--- config.mk ---
export PLATFORM = sky130hd
export DESIGN_NAME = char_collector
export DESIGN_NICKNAME = d
export VERILOG_FILES = /design/src/rtl/round_checker_pkg.sv /design/src/rtl/round_checker_char_collector.sv
export SDC_FILE = /design/constraint.sdc
export NUM_CORES = 1
export LEC_CHECK = 0
export CAP_MARGIN = 15
export CORE_UTILIZATION = 34
export CTS_CLUSTER_SIZE = 40
export DETAILED_ROUTE_END_ITERATION = 16
export PLACE_DENSITY = 0.82
export SETUP_SLACK_MARGIN = 0.15
export SLEW_MARGIN = 0
export SYNTH_ARGS = -nofsm -noshare
export SYNTH_HDL_FRONTEND = slang
export SYNTH_SLANG_ARGS = --single-unit
--- constraint.sdc ---
create_clock -name clock -period 2 [get_ports clock]
set_clock_uncertainty 0.15 [all_clocks]
set_input_delay 0.5 -clock clock [delete_from_list [all_inputs] [get_ports clock]]
set_output_delay 0.5 -clock clock [all_outputs]
set_load 0.05 [all_outputs]
--- src/rtl/round_checker_pkg.sv ---
// Shared types and challenge-word field map for the round checker.
package round_checker_pkg;

  // Round type carried in the top two bits of each challenge word
  typedef enum logic [1:0] {
    BOTAO       = 2'b00,
    BOTAO_SERVO = 2'b01,
    SERVO       = 2'b10,
    SENSOR      = 2'b11
  } opcode_e;

  typedef enum logic [2:0] {
    IDLE,
    LOAD,
    WAIT_INPUT,
    CHECK,
    RESULT,
    DONE
  } state_e;

  // Bit positions inside the 60-bit challenge word
  localparam int unsigned OPCODE_HI   = 59;
  localparam int unsigned OPCODE_LO   = 58;
  localparam int unsigned LEDS_HI     = 57;
  localparam int unsigned LEDS_LO     = 54;
  localparam int unsigned POS_HI      = 53;
  localparam int unsigned POS_LO      = 52;
  localparam int unsigned LIM_INF_HI  = 51;
  localparam int unsigned LIM_INF_LO  = 40;
  localparam int unsigned LIM_SUP_HI  = 39;
  localparam int unsigned LIM_SUP_LO  = 28;
  localparam int unsigned EXPECTED_HI = 27;
  localparam int unsigned EXPECTED_LO = 0;
  localparam int unsigned CHAR_W      = 7;

  // Expected character for a given position; position 0 sits in the top bits
  function automatic logic [CHAR_W-1:0] expected_char(input logic [27:0] exp,
                                                      input logic [1:0]  idx);
    logic [CHAR_W-1:0] c;
    case (idx)
      2'd0:    c = exp[27:21];
      2'd1:    c = exp[20:14];
      2'd2:    c = exp[13:7];
      default: c = exp[6:0];
    endcase
    return c;
  endfunction

  // Inclusive window test; BCD readings order correctly as plain unsigned values
  function automatic logic in_range(input logic [11:0] d,
                                    input logic [11:0] lo,
                                    input logic [11:0] hi);
    return (d >= lo) && (d <= hi);
  endfunction

endpackage

--- src/rtl/round_checker_char_collector.sv ---
// Collects the four answer characters of a round and tracks per-position matches.
module char_collector
  import round_checker_pkg::*;
(
  input  logic        clock,
  input  logic        reset,
  input  logic        clear,
  input  logic        char_valid,
  input  logic [6:0]  char_data,
  input  logic [27:0] expected,
  output logic        complete,
  output logic        all_match
);

  logic [1:0] idx;
  logic [3:0] match;

  // Record whether each accepted character equals its expected slot
  always_ff @(posedge clock) begin
    if (reset || clear) begin
      idx   <= '0;
      match <= '0;
    end else if (char_valid) begin
      match[idx] <= (char_data == expected_char(expected, idx));
      idx        <= idx + 2'd1;
    end
  end

  // The fourth character is being accepted this cycle; match flags settle at this edge
  assign complete  = char_valid && (idx == 2'd3);
  assign all_match = &match;

endmodule

======== Yosys cells after proc, flatten, opt, wreduce, memory -nomap -nowiden ========
Index checks and enable logic that the tools add are counted.
storage, ports and cells
  word-level logic and storage cells ...... 20
  input port bits ......................... 39
  bits in registers ....................... 6
  output and inout bits ................... 2
cells by class
  reduce and logical (&&, ||, !) cells .... 5
  $add $sub $neg .......................... 1
  mux-type cells .......................... 6
  $lt $le $gt $ge ......................... 2
  equality and inequality tests ........... 4
operators with widths
  cell                                                                                  count
  7-bit case mux with 3 select lines                                                    1
  7-bit two-way mux                                                                     2
  7-bit == test                                                                         1
  4-bit bitwise mux                                                                     1
  2-bit == test (second input constant)                                                 2
  4-bit AND reduction                                                                   1
  2-bit by 3-bit < comparator with 1-bit output (second input constant)                 1
  2-bit by 1-bit adder with 2-bit output (second input constant)                        1
  1-bit demux with 2-bit select                                                         1
  2-bit by 1-bit == test with 1-bit output (second input constant)                      1
  2-bit by 1-bit greater-or-equal comparator with 1-bit output (second input constant)  1
  1-bit logical AND                                                                     2
  2-bit zero test                                                                       1
  1-bit logical OR                                                                      1
  1-bit two-way mux                                                                     1

======== Depth between registers and ports, before layout ========
Gate-level depths: netlist of run 1.
  depth in word-level cells ............... 6
  mapped depth ............................ 8
  depth with buffers taken out ............ 7

======== Worst setup path before layout of run 1 ========
OpenSTA, ideal clock, no wires.
  path kind ............................... register to register
  start point ............................. register idx[0]
  end point ............................... register match[0]
  path buffers ............................ 1
  library setup time ...................... 0.069 ns
  clock period less this slack ............ 1.861 ns
  cell stages (with the launch flop) ...... 9
  data arrival time ....................... 1.642 ns
  required time ........................... 1.781 ns
  path slack .............................. 0.139 ns
  cells stage by stage .................... dfxtp_1 inv_1 ha_1 clkbuf_2 a222oi_1 mux2i_1 xnor2_1 nand4_1 o21ai_1
on the way
  word-level cells in the longest chain between the ends .. 6
  elaborated cells between the ends (all ways) .. 13
  classes of those cells .................. order compare (2); eq/ne (3); mux (6); reduce/logical (2)
ends and longest elaborated chain
  item                                         RTL line                            source
  start, declared                              round_checker_char_collector.sv:15  logic [1:0] idx;
  start signal, assigned                       round_checker_char_collector.sv:25  idx <= idx + 2'd1;
  2-bit == test, or another cell as far along  round_checker_pkg.sv:40             case (idx)
  7-bit case mux with 3 select lines           round_checker_pkg.sv:40
  7-bit two-way mux                            round_checker_char_collector.sv:23  end else if (char_valid) begin
  7-bit two-way mux                            round_checker_char_collector.sv:20  if (reset || clear) begin
  7-bit == test                                round_checker_char_collector.sv:24  match[idx] <= (char_data == expected_char(expected, idx));
  4-bit bitwise mux (*)                        round_checker_char_collector.sv:24
  end signal, assigned by index                round_checker_char_collector.sv:24
  end, declared                                round_checker_char_collector.sv:16  logic [3:0] match;
Mark *: on every way between the ends. The rest lies on a longest branch, timed or not. The select of a mux whose other input is x is not followed.
A chain may end at the register's enable or synchronous reset.

======== Worst setup path in the final report of run 1 ========
  start point ............................. input port expected[15]
  end point ............................... register match[0]
on the way
  word-level cells in the longest chain between the ends .. 5
ends and longest elaborated chain
  item                                RTL line                            source
  start, declared                     round_checker_char_collector.sv:10  input logic [27:0] expected,
  7-bit case mux with 3 select lines  round_checker_pkg.sv:40
  7-bit two-way mux                   round_checker_char_collector.sv:23
  7-bit two-way mux                   round_checker_char_collector.sv:20
  7-bit == test                       round_checker_char_collector.sv:24
  4-bit bitwise mux                   round_checker_char_collector.sv:24
Every way passes these cells. The select of a mux whose other input is x is not followed.

==> results of run 1 <==
[layout make-up]
class,count,area [um2],share of cell area (%)
clock buffers,3,22.52,1.921
inverters,10,40.04,3.415
multi-input cells,54,462.9,39.49
flip-flops and latches,6,127.6,10.89
well taps,16,20.02,1.708
repair buffers,51,499.2,42.58
[sequential cells by signal, indices dropped and copies added, names as in the netlist]
register / flops
match: 4
idx: 2
[routing by layer]
| layer | wire length [um] | vias to the layer above | share of wire (%) | GRT usage [%] |
|---|---|---|---|---|
| met1 | 681 | 343 | 36 | 23.44 |
| met5 | 0 | - | 0 | 0 |
| met3 | 181 | 2 | 9.6 | 7.347 |
| li1 | - | 369 | - | - |
| met4 | 17 | 0 | 0.91 | 6.061 |
| met2 | 997 | 39 | 53 | 40.29 |
[logic make-up after synthesis]
group / share of synthesized area [%]
xor+xnor: 11.67
simple gates: 17.92
flops: 20.00
fa+ha+maj: 10.42
buf+inv: 11.67
mux: 13.33
compound gates: 15.00
[worst max-delay path: stages]
cell	delay, ns
clkdlybuf4s50_1	0.40
a222oi_1	0.33
mux2i_1	0.13
xnor2_1	0.17
buf_4	0.15
nand4_1	0.11
o21ai_1	0.15
[stage by stage]
| stage | setup WS [ns] | area [um2] | setup TNS (ns) |
|---|---|---|---|
| 2_1_floorplan | 0.1771 | 603.1 | 0 |
| 3_3_place_gp | -0.1654 | 1033 | -0.6216 |
| 3_5_place_dp | -0.2557 | 1033 | -0.8618 |
| 4_1_cts | 0.1132 | 1157 | 0 |
| 5_1_grt | -0.07497 | 1172 | -0.2020 |
| 6_report | 0.07642 | 1172 | 0 |
[path summary, 6_finish.rpt]
kind | slack (ns) | to | startpoint
setup / recovery | 0.08 | match[0] | expected[15]
hold reg to reg | 0.31 | match[2] | match[2]
hold / removal | 0.31 | match[2] | match[2]
setup reg to reg | 0.09 | match[0] | idx[0]
[cell usage in the layout, fill, tap and decap left out]
master / synthesis / final
clkdlybuf4s50_1: 0 / 32
nand4_1: 5 / 5
nor2_1: 7 / 7
inv_4: 0 / 1
ha_4: 0 / 4
nand3_1: 4 / 4
o21ai_1: 4 / 4
inv_1: 10 / 7
dfxtp_1: 6 / 4
buf_4: 0 / 10
and4_1: 1 / 1
ha_1: 5 / 1
dfxtp_4: 0 / 2
or2_2: 1 / 1
buf_6: 1 / 1
dlygate4sd2_1: 0 / 6
mux2i_1: 8 / 8
a222oi_1: 7 / 7
inv_2: 0 / 2
nand2_1: 4 / 3
nand2_2: 0 / 1
xnor2_1: 8 / 8
clkbuf_4: 0 / 3
buf_12: 0 / 2
[power by group through the flow]
stage	Clock, mW	Sequential [mW]	Combinational [mW]
2_1_floorplan	0	0.126	0.0658
3_3_place_gp	0	0.126	0.148
3_5_place_dp	0	0.126	0.152
4_1_cts	0.121	0.123	0.169
5_1_grt	0.130	0.123	0.186
6_report	0.117	0.123	0.171
[cells in the mapped netlist]
| master | number |
|---|---|
| buf_2 | 1 |
| mux2i_1 | 8 |
| and4_1 | 1 |
| clkbuf_2 | 1 |
| inv_1 | 10 |
| buf_6 | 1 |
| nor2_1 | 7 |
| dfxtp_1 | 6 |
| clkbuf_1 | 3 |
| ha_1 | 5 |
| nand3_1 | 4 |
| a222oi_1 | 7 |
| or2_2 | 1 |
| xnor2_1 | 8 |
| nand4_1 | 5 |
| nand2_1 | 4 |
| o21ai_1 | 4 |
[timing repair]
item | CTS | global route
endpoints found under the setup margin | 5 | 5
buffers inserted | 8 | 0
pin swaps | 11 | 4
gates resized for setup | 19 | 3
==> flow_metrics.tcl, run 1 <==
set metrics [dict create \
    grt_max_degree 9 \
    cts-buffers-inserted 3 \
    period_minus_slack_ns 1.924 \
    final_util_pct 74.37 \
    whs_path_depth 2 \
    min_path_type "flop to flop" \
    synth_area_per_cell_um2 7.902 \
    timing.fmax_mhz 519.9 \
    slew_viol_final 0 \
    netlist_instances 76 \
    setup_viol 0 \
    clock_path_buffers 2 \
    crit_type "input pin to flop" \
    routed_wl_mm 1.876 \
    whs_ns 0.3078 \
    synth-seq-cells 6 \
    crit_path_max_fanout 4 \
    cp-end-kind "flop" \
    cts_sinks 6 \
    dp_cells 129 \
    syn-num-nets 120 \
    final_layout_size_suffix_gt1_share_pct 21.77 \
    powerDensity_nw_per_um2 350.8 \
    yosys.area.top_type "dfxtp_1" \
    io_buffer_count 40 \
    route.detailed.drc 0 \
    ant_nets 0 \
    clkPwrFrac_pct 28.4 \
    grt_first_pass_wirelength_mm 3.105 \
    clk_latency_ns 0.25 \
    avgViaCountPerCell 5.379 \
    swShare_pct 27.27 \
    row_count 14 \
    yosysWarnings 0 \
    ctsHoldBuffers 0 \
    yosysTopAreaCellShare_pct 20.00 \
    core_um2 1577 \
    final_cell_count_no_fill 140 \
    area.growth.synth_to_final_pct 95.21 \
    drtPass1Iterations 8 \
    ir_drop_v 0.0002067 \
    worstMarginPinSlew_ns 0.3117 \
    netlist_area_um2 600.6 \
    max_slew_margin_pct 79.14 \
    yosysUniqueCellTypes 17 \
    antenna_found_initial 0 \
    p_leak_nw 0.4684 \
    overflow 0 \
    final_nets 170 \
    die_area_um2 1939 \
    groute.usage.overall_pct 21.84 \
    rsz0062_at_grt "yes" \
    n_fill_cell 130 \
    dieHeight_um 44.03 \
    status "complete, no violations" \
    root_buffer "clkbuf_4" \
    hpwl_mm 1.383 \
    start_util_pct 38.10 \
    io_pins 41 \
    power.total_mw 0.4112 \
    routedWlPerCell_um 13.40 \
    synth.area.top_cells "dfxtp_1 (20%), mux2i_1 (13%), a222oi_1 (12%)" \
    worstPathArrival_ns 1.95 \
    p_sw_mw 0.1121 \
    drt_iter0_markers 31 \
    routed-via-count 753 \
    p_seq_share_pct 30.0 \
    required_ns 2.03 \
    hold_viol 0 \
    seq_area_frac_synth_pct 20.00 \
    antenna_cells 0 \
    cap_violations 0 \
    cp-start-kind "input pin" \
    h-tree-depth 1 \
    grt_pass1_vias 753 \
    worst_r2r_path_depth 8 \
    die_x_um 44.03 \
    fin_crit_sh_pct 96.18 \
    gp_congestion 0.9174 \
    combPwrFrac_pct 41.7 \
    cts_tree "done" \
    p_int_mw 0.2991 \
    clk_pin_slew_ns 0.05 \
]
Power figures use the tool's default switching activity.
==> run 2, diff against run 1 <==
Settings changed: CTS_CLUSTER_SIZE 40 to 28, TNS_END_PERCENT set to 30.
==> run 2 against run 1 <==
  * Die area unchanged
  * Sequential power about the same
  * Global-route usage decreased by 0.93 points
  * Hold slack about the same
  * Sequential share of layout area increased by 0.24 points
  * Cell area decreased by 2.1%
  * Clock power about the same
  * Via count decreased by 0.80%
  * Count of clock-buffer cells in the layout unchanged
==> flow_metrics.tcl, run 2 (synthesis results as in run 1) <==
set metrics [dict create \
    root_buffer "clkbuf_4" \
    grtUsageMet1_pct 22.69 \
    cp-startpoint "idx[0]" \
    layout_commonest_cell "clkdlybuf4s50_1" \
    area.growth.synth_to_final_pct 91.04 \
    place_area_um2 1033 \
    cp-end-kind "flop" \
    rsz0062_at_grt "yes" \
    avgViaCountPerCell 5.413 \
    p_leak_nw 0.4639 \
    final_util_pct 72.78 \
    overflow 0 \
    rrSetupSlack_ns 0.02 \
    gp_congestion 0.9174 \
    fin_crit_sh_pct 98.86 \
    whs_ns 0.3080 \
    worst_r2r_path_depth 8 \
    routed_wl_mm 1.865 \
    fin_area_um2 1147 \
    route.detailed.drc 0 \
    endpoint "match[0]" \
    setup_viol 0 \
    largest_reg_flops 4 \
    worstPathArrival_ns 2.01 \
    slew_viol_final 0 \
    core_um2 1577 \
    crit_path_max_fanout 8 \
    min_path_type "flop to flop" \
    final_nets 168 \
    worstMarginPinSlew_ns 0.3103 \
    io_buffer_count 40 \
    grt_pass1_vias 730 \
    groute.usage.overall_pct 20.91 \
    power.total_mw 0.4139 \
    powerDensity_nw_per_um2 360.8 \
    max_slew_margin_pct 79.24 \
    hpwl_mm 1.383 \
    h-tree-depth 1 \
    io_pins 41 \
    n_fill_cell 136 \
    ir_drop_v 0.0002059 \
    drt_iter0_markers 27 \
    die_x_um 44.03 \
    drtPass1Iterations 7 \
    final_layout_size_suffix_gt1_share_pct 19.67 \
    required_ns 2.03 \
    met3_usage_pct 7.347 \
    cts_sinks 6 \
    row_count 14 \
    grtUsageMet2_pct 37.94 \
    final_cell_mix "clkdlybuf4s50_1 (35), buf_4 (9), xnor2_1 (8), mux2i_1 (8)" \
    antenna_cells 0 \
    clock_path_buffers 2 \
    cp-start-kind "flop" \
    r2r_start "idx[0]" \
    cts_tree "done" \
    ant_nets 0 \
    cap_violations 0 \
    status "complete, no violations" \
    top_regs "match (4), idx (2)" \
    clk_pin_slew_ns 0.05 \
    top_usage_layer "met2" \
    grt_max_degree 9 \
    antenna_found_initial 0 \
    worstReg2RegEnd "match[0]" \
    grt_first_pass_wirelength_mm 2.987 \
    period_minus_slack_ns 1.977 \
    routed-via-count 747 \
    start_util_pct 38.10 \
    routedWlPerCell_um 13.51 \
    hold_viol 0 \
    clk_latency_ns 0.26 \
    timing.fmax_mhz 505.7 \
    cts-buffers-inserted 3 \
    dieHeight_um 44.03 \
    crit_type "flop to flop" \
    die_area_um2 1939 \
    largest-register "match" \
]
run 2: stage by stage:
step           TNS [ns]  worst slack [ns]  cells
2_1_floorplan         0            0.1771     76
3_3_place_gp    -0.6216           -0.1654    129
3_5_place_dp    -0.8618           -0.2557    129
4_1_cts               0           0.09503    138
5_1_grt         -0.3811           -0.1154    138
6_report              0           0.02273    138
run 2: repair_timing:
item,in CTS,in global routing
gates resized for setup,13,2
buffers inserted,6,0
hold buffers,0,0
pin swaps,6,1
setup endpoints to repair,5,4
run 2: per-layer routing:
layer,vias to the layer above,share of wire [%]
li1,364,-
met1,339,37
met2,42,53
met3,2,9.2
met4,0,1.0
met5,-,0
run 2: layout make-up:
type | count | area (um2) | area share (%)
inverter | 10 | 37.54 | 3.272
tap | 16 | 20.02 | 1.745
sequential | 6 | 127.6 | 11.12
clock buffer | 3 | 22.52 | 1.963
multi-input combinational | 54 | 451.7 | 39.37
timing repair buffer | 49 | 488.0 | 42.53
run 2: critical path: stages, from the launching register on:
cell and delay (ns):
dfxtp_4 0.39, inv_2 0.07, ha_4 0.19, a222oi_1 0.34, mux2i_1 0.14, xnor2_1 0.16, buf_4 0.14, nand4_1 0.12
o21ai_2 0.19
run 2: power breakdown:
part | switching [mW] | leakage [nW] | internal, mW
clock | 0.0520 | 0.0138 | 0.0684
sequential | 0.00332 | 0.0500 | 0.120
combinational | 0.0589 | 0.400 | 0.111
total | 0.114 | 0.464 | 0.300
run 2: worst min path at each step:
stage	to	cells after the start	slack [ns]	startpoint
after detailed placement	match[3]	2	0.30	match[3]
after floorplan	match[2]	2	0.28	match[2]
after global routing	match[3]	2	0.33	match[3]
after global placement	match[2]	2	0.30	match[2]
final	match[2]	2	0.31	match[2]
after CTS	match[3]	2	0.31	match[3]
